$ cat config.mk
export PLATFORM = sky130hd
export DESIGN_NAME = instr_fetch
export DESIGN_NICKNAME = d
export VERILOG_FILES = /design/src/rtl/instr_fetch.sv
export SDC_FILE = /design/constraint.sdc
export NUM_CORES = 1
export LEC_CHECK = 0
export BUFFER_PORTS_ARGS = -buffer_cell sky130_fd_sc_hd__clkbuf_2
export CAP_MARGIN = 20
export CORE_MARGIN = 4
export CORE_UTILIZATION = 49
export CTS_CLUSTER_SIZE = 40
export DETAILED_ROUTE_END_ITERATION = 10
export GPL_TIMING_DRIVEN = 0
export PLACE_DENSITY_LB_ADDON = 0.1
export SYNTH_ARGS = -nofsm -noshare
export SYNTH_HDL_FRONTEND = slang
export SYNTH_SLANG_ARGS = --single-unit
$ cat constraint.sdc
create_clock -name clk -period 3.6 [get_ports clk]
set_input_delay 0.36 -clock clk [delete_from_list [all_inputs] [get_ports clk]]
set_output_delay 0.36 -clock clk [all_outputs]
set_load 0.03 [all_outputs]
$ cat src/rtl/instr_fetch.sv
// Instruction fetch stage: owns the program counter, issues abortable flash
// requests and holds one fetched word for decode behind a valid/ready pair.
module instr_fetch #(
    parameter int unsigned ADDR_W   = 9,
    parameter int unsigned INSTR_W  = 12,
    parameter int unsigned RESET_PC = 0
) (
    input  logic               clk,
    input  logic               rst_n,
    output logic [ADDR_W-1:0]  o_mem_addr,
    output logic               o_mem_req,
    input  logic               i_mem_ack,
    input  logic [INSTR_W-1:0] i_mem_rdata,
    output logic [INSTR_W-1:0] o_instr,
    output logic               o_instr_valid,
    input  logic               i_instr_ready,
    input  logic               i_jump_en,
    input  logic [ADDR_W-1:0]  i_jump_addr,
    input  logic               i_halt,
    output logic [ADDR_W-1:0]  o_pc
);

    typedef enum logic [1:0] {
        S_FETCH = 2'd0,
        S_HOLD  = 2'd1,
        S_HALT  = 2'd2
    } state_t;

    state_t             r_state;
    state_t             w_state_nxt;
    logic [ADDR_W-1:0]  r_pc;
    logic [ADDR_W-1:0]  w_pc_nxt;
    logic [INSTR_W-1:0] r_instr;
    logic [INSTR_W-1:0] w_instr_nxt;
    logic               r_in_rst;
    logic               w_req;
    logic               w_ack;

    // r_in_rst keeps the request low for the cycle(s) following a reset edge,
    // so mem_req stays a pure function of registered state.
    assign w_req = (r_state == S_FETCH) && !r_in_rst;
    assign w_ack = i_mem_ack && w_req;

    assign o_mem_req     = w_req;
    assign o_mem_addr    = r_pc;
    assign o_pc          = r_pc;
    assign o_instr       = r_instr;
    assign o_instr_valid = (r_state == S_HOLD);

    always_comb begin
        w_state_nxt = r_state;
        w_pc_nxt    = r_pc;
        w_instr_nxt = r_instr;
        case (r_state)
            S_FETCH: begin
                if (i_jump_en) begin
                    w_pc_nxt = i_jump_addr;
                end else if (w_ack) begin
                    w_instr_nxt = i_mem_rdata;
                    w_pc_nxt    = r_pc + ADDR_W'(1);
                    w_state_nxt = S_HOLD;
                end else if (i_halt) begin
                    w_state_nxt = S_HALT;
                end
            end
            S_HOLD: begin
                // A jump squashes the held word even when decode is ready.
                if (i_jump_en) begin
                    w_pc_nxt    = i_jump_addr;
                    w_state_nxt = S_FETCH;
                end else if (i_instr_ready) begin
                    w_state_nxt = i_halt ? S_HALT : S_FETCH;
                end
            end
            S_HALT: begin
                if (i_jump_en) begin
                    w_pc_nxt = i_jump_addr;
                end else if (!i_halt) begin
                    w_state_nxt = S_FETCH;
                end
            end
            default: begin
                w_state_nxt = S_FETCH;
            end
        endcase
    end

    always_ff @(posedge clk) begin
        if (!rst_n) begin
            r_state  <= S_FETCH;
            r_pc     <= ADDR_W'(RESET_PC);
            r_instr  <= '0;
            r_in_rst <= 1'b1;
        end else begin
            r_state  <= w_state_nxt;
            r_pc     <= w_pc_nxt;
            r_instr  <= w_instr_nxt;
            r_in_rst <= 1'b0;
        end
    end

endmodule

==> run_summary.xml <==
<?xml version="1.0" encoding="UTF-8"?>
<metrics>
  <group name="status">
    <metric name="run_status" unit="">complete, no violations</metric>
  </group>
  <group name="worst_setup_path">
    <metric name="critical_path.reg2reg.startpoint" unit="">r_state[0]</metric>
    <metric name="critical_path.cell_chain" unit="">inv_1, ha_1, or2_1, buf_2, or3_1, o21ai_1, a211oi_2</metric>
    <metric name="crit_path_top_delay_cell" unit="">sky130_fd_sc_hd__dfxtp_1</metric>
    <metric name="cp.arrival" unit="ns">2.23</metric>
    <metric name="critPathMaxFanout" unit="">10</metric>
    <metric name="critical-path-top-delay-family" unit="">simple AND/OR/NAND/NOR gates</metric>
    <metric name="startpoint_type" unit="">flip-flop</metric>
    <metric name="cp_slowest_stage_delay" unit="ns">0.43</metric>
    <metric name="start_to_end_type_of_the_worst_setup_path" unit="">reg2reg</metric>
    <metric name="timing.critical_path.required" unit="ns">3.81</metric>
    <metric name="critical_path_buf_inv_count" unit="">2</metric>
    <metric name="timing.critical_path.to_type" unit="">flip-flop</metric>
    <metric name="cp-startpoint" unit="">r_state[0]</metric>
  </group>
  <group name="global_route">
    <metric name="overflow" unit="">0</metric>
    <metric name="vias_in_the_first_global_route" unit="">1286</metric>
    <metric name="grt_max_degree" unit="">15</metric>
    <metric name="grt_antenna_before_repair" unit="">0</metric>
    <metric name="grt_first_pass_wirelength" unit="µm">5240</metric>
    <metric name="track_usage" unit="">0.191</metric>
  </group>
  <group name="finish">
    <metric name="fin_util" unit="">0.666</metric>
    <metric name="n_antenna_cell" unit="">0</metric>
    <metric name="final_net_count" unit="">256</metric>
    <metric name="drive_above_1_share" unit="">0.354</metric>
    <metric name="design_area" unit="µm²">1670</metric>
    <metric name="nFillCells" unit="">213</metric>
    <metric name="multi_input_comb_area" unit="µm²">679</metric>
    <metric name="area_growth" unit="%">29.6</metric>
    <metric name="layout.area.seq" unit="µm²">480</metric>
  </group>
  <group name="timing">
    <metric name="drv_slew" unit="">0</metric>
    <metric name="timing.final.crit_share" unit="">0.562</metric>
    <metric name="final.hold.worst_slack" unit="ns">0.235</metric>
    <metric name="hold_violations" unit="">0</metric>
    <metric name="worst_pin_slew" unit="ns">0.553</metric>
    <metric name="slew-limit-headroom" unit="">0.631</metric>
    <metric name="clock-skew-final" unit="ns">0.00274</metric>
    <metric name="final_critical_path_setup_slack" unit="ns">1.58</metric>
    <metric name="final.setup.tns" unit="ns">0</metric>
    <metric name="setup_violating_endpoint_count_in_the_final_report" unit="">0</metric>
    <metric name="grt_setup_unrepaired" unit="">false</metric>
    <metric name="max_freq" unit="MHz">494</metric>
    <metric name="final.min_clock_period" unit="ns">2.02</metric>
  </group>
  <group name="worst_hold_path">
    <metric name="min_delay_startpoint" unit="">i_mem_rdata[4]</metric>
    <metric name="hold_class" unit="">in2reg</metric>
  </group>
  <group name="detailed_routing">
    <metric name="wire_per_inst" unit="µm">12.7</metric>
    <metric name="via_count" unit="">1336</metric>
    <metric name="postRouteWirelength" unit="µm">3210</metric>
    <metric name="drc" unit="">0</metric>
    <metric name="routed_via_density" unit="">5.28</metric>
    <metric name="drt-initial-drc-count" unit="">41</metric>
    <metric name="drt.antenna.violating_nets" unit="">0</metric>
    <metric name="count_of_tritonroute_iterations_in_the_first_routing_pass" unit="">4</metric>
  </group>
  <group name="clock_tree">
    <metric name="tritoncts.num_buffers" unit="">3</metric>
    <metric name="cts.hold.buffers_added" unit="">0</metric>
    <metric name="postCtsResizedCells" unit="">0</metric>
    <metric name="ctsHtreeMaxLevel" unit="">1</metric>
    <metric name="cts_tree" unit="">yes</metric>
    <metric name="cts-root-buf" unit="">sky130_fd_sc_hd__clkbuf_4</metric>
    <metric name="clock_pin_slew_on_the_worst_setup_and_hold_paths" unit="ns">0.14</metric>
    <metric name="clock_path_buffers" unit="">2</metric>
    <metric name="clk-insertion-delay-late" unit="ns">0.32</metric>
    <metric name="clock_sinks" unit="">24</metric>
    <metric name="post-cts-setup-buffers" unit="">0</metric>
  </group>
  <group name="die">
    <metric name="floorplan.initialDensity" unit="">0.514</metric>
    <metric name="die_w" unit="µm">59.2</metric>
    <metric name="die_area" unit="µm²">3510</metric>
    <metric name="core_region_area" unit="µm²">2500</metric>
    <metric name="die_y" unit="µm">59.2</metric>
    <metric name="io-pin-count" unit="">59</metric>
    <metric name="num_rows" unit="">18</metric>
  </group>
  <group name="synthesis">
    <metric name="synth.ff_latch_count" unit="">24</metric>
    <metric name="synthCells" unit="">161</metric>
    <metric name="postSynth.topFlopCell" unit="">sky130_fd_sc_hd__dfxtp_1</metric>
    <metric name="synthesis.nets" unit="">193</metric>
    <metric name="synth.distinct_cells" unit="">34</metric>
    <metric name="synth-seq-area-share" unit="">0.374</metric>
    <metric name="mappedNetlistArea" unit="µm²">1280</metric>
    <metric name="yosysWarningCount" unit="">0</metric>
    <metric name="synth-async-reset-ratio" unit="">0</metric>
    <metric name="yosys-top-cells-count" unit="">37 x sky130_fd_sc_hd__nand2_1, 24 x sky130_fd_sc_hd__dfxtp_1, 21 x sky130_fd_sc_hd__a21oi_1, 9 x sky130_fd_sc_hd__buf_4, 7 x sky130_fd_sc_hd__o21ai_0</metric>
    <metric name="post_synth_main_area_contributors" unit="">sky130_fd_sc_hd__dfxtp_1 37%, sky130_fd_sc_hd__nand2_1 11%, sky130_fd_sc_hd__a21oi_1 8.2%, sky130_fd_sc_hd__buf_4 5.3%, sky130_fd_sc_hd__ha_1 4.9%</metric>
    <metric name="synth_enable_flop_cells" unit="">0</metric>
    <metric name="yosysTopAreaCellShare" unit="">0.374</metric>
    <metric name="synthMostInstantiatedCell" unit="">sky130_fd_sc_hd__nand2_1</metric>
    <metric name="netlist.top_cell.by_area" unit="">sky130_fd_sc_hd__dfxtp_1</metric>
    <metric name="synth_area_per_cell" unit="µm²">7.98</metric>
  </group>
  <group name="power_and_ir_drop">
    <metric name="power_switching_share" unit="">0.365</metric>
    <metric name="p_clk_frac" unit="">0.248</metric>
    <metric name="power-per-cell-area" unit="nW/µm²">482</metric>
    <metric name="sw_power" unit="mW">0.293</metric>
    <metric name="power.combinational.fraction" unit="">0.356</metric>
    <metric name="p_int" unit="mW">0.510</metric>
    <metric name="power_leakage" unit="nW">0.750</metric>
    <metric name="power.share.sequential" unit="">0.395</metric>
    <metric name="power.ir.vdd_worst" unit="mV">0.367</metric>
  </group>
  <group name="flow_run">
    <metric name="max_cap_viol_count" unit="">0</metric>
  </group>
  <group name="place">
    <metric name="total_half_perimeter_wirelength_after_legalization_and_detailed_placement" unit="µm">2490</metric>
    <metric name="gp_congestion" unit="">0.772</metric>
    <metric name="port_buffers" unit="">58</metric>
    <metric name="placed_cell_area" unit="µm²">1610</metric>
    <metric name="dpl_worst_slack" unit="ns">1.61</metric>
  </group>
</metrics>
## kinds of logic after synthesis
group,synth area share
flops,0.374
compound gates,0.251
fa+ha+maj,0.0487
simple gates,0.229
buf+inv,0.0974
## final timing paths
| kind | to | slack (ns) | depth (start not counted) |
|---|---|---|---|
| max | o_mem_addr[7] | 1.58 | 7 |
| min | o_instr[4] | 0.24 | 3 |
| max reg2reg | o_mem_addr[7] | 1.58 | 7 |
| min reg2reg | o_instr[4] | 0.47 | 2 |
## state kept, by name, indices dropped and copies added (netlist names)
name and cells:
o_instr 12, o_mem_addr 9, r_in_rst 1, r_state 2
## worst min-delay path, cell delays in order
cell	delay (ns)
sky130_fd_sc_hd__clkbuf_2	0.08
sky130_fd_sc_hd__nand2_1	0.04
sky130_fd_sc_hd__a21oi_1	0.05
## area by class of cell
cell class | count | share of cell area
well taps | 30 | 0.0225
repair buffers | 58 | 0.174
clock buffers | 3 | 0.0135
plain buffers | 16 | 0.0616
multi-input cells | 115 | 0.408
flip-flops and latches | 24 | 0.289
inverters | 6 | 0.0135
clock inverters | 1 | 0.0180
## stage by stage
| stage | instances | total power [mW] |
|---|---|---|
| detailed placement | 249 | 0.609 |
| floorplan | 161 | 0.530 |
| CTS | 253 | 0.808 |
| global placement | 249 | 0.602 |
| finish | 253 | 0.803 |
| global route | 253 | 0.851 |
## layout by cell type (no fill, tap or decap), drive strengths merged
cell,instances
inv,6
o21ai,8
clkbuf,66
nor4b,1
or2b,1
nor2,3
nor3,2
or2,1
nor2b,3
a311oi,2
a211oi,4
nand2b,3
or3,3
a21boi,3
nand2,37
nor3b,2
nand3b,1
o221a,1
a221oi,1
ha,5
o32ai,3
nand3,4
dfxtp,24
buf,11
bufinv,1
nand4,2
a21oi,21
a31oi,2
o21a,2
## layer usage
metal  up-vias  GRT usage  routed length (µm)
li1        678          -                   -
met4         0     0.0809                  44
met3         4     0.0240                 217
met2        50      0.332                1530
met5         -          0                   0
met1       604      0.235                1420
## power groups by stage
| stage | registers, mW | logic [mW] | clock network (mW) |
|---|---|---|---|
| 3_3_place_gp | 0.321 | 0.281 | 0 |
| 3_5_place_dp | 0.323 | 0.286 | 0 |
| 5_1_grt | 0.322 | 0.312 | 0.218 |
| 2_1_floorplan | 0.359 | 0.171 | 0 |
| 6_report | 0.318 | 0.286 | 0.200 |
| 4_1_cts | 0.317 | 0.287 | 0.204 |
Note: power is estimated with default switching activity, not from simulation.
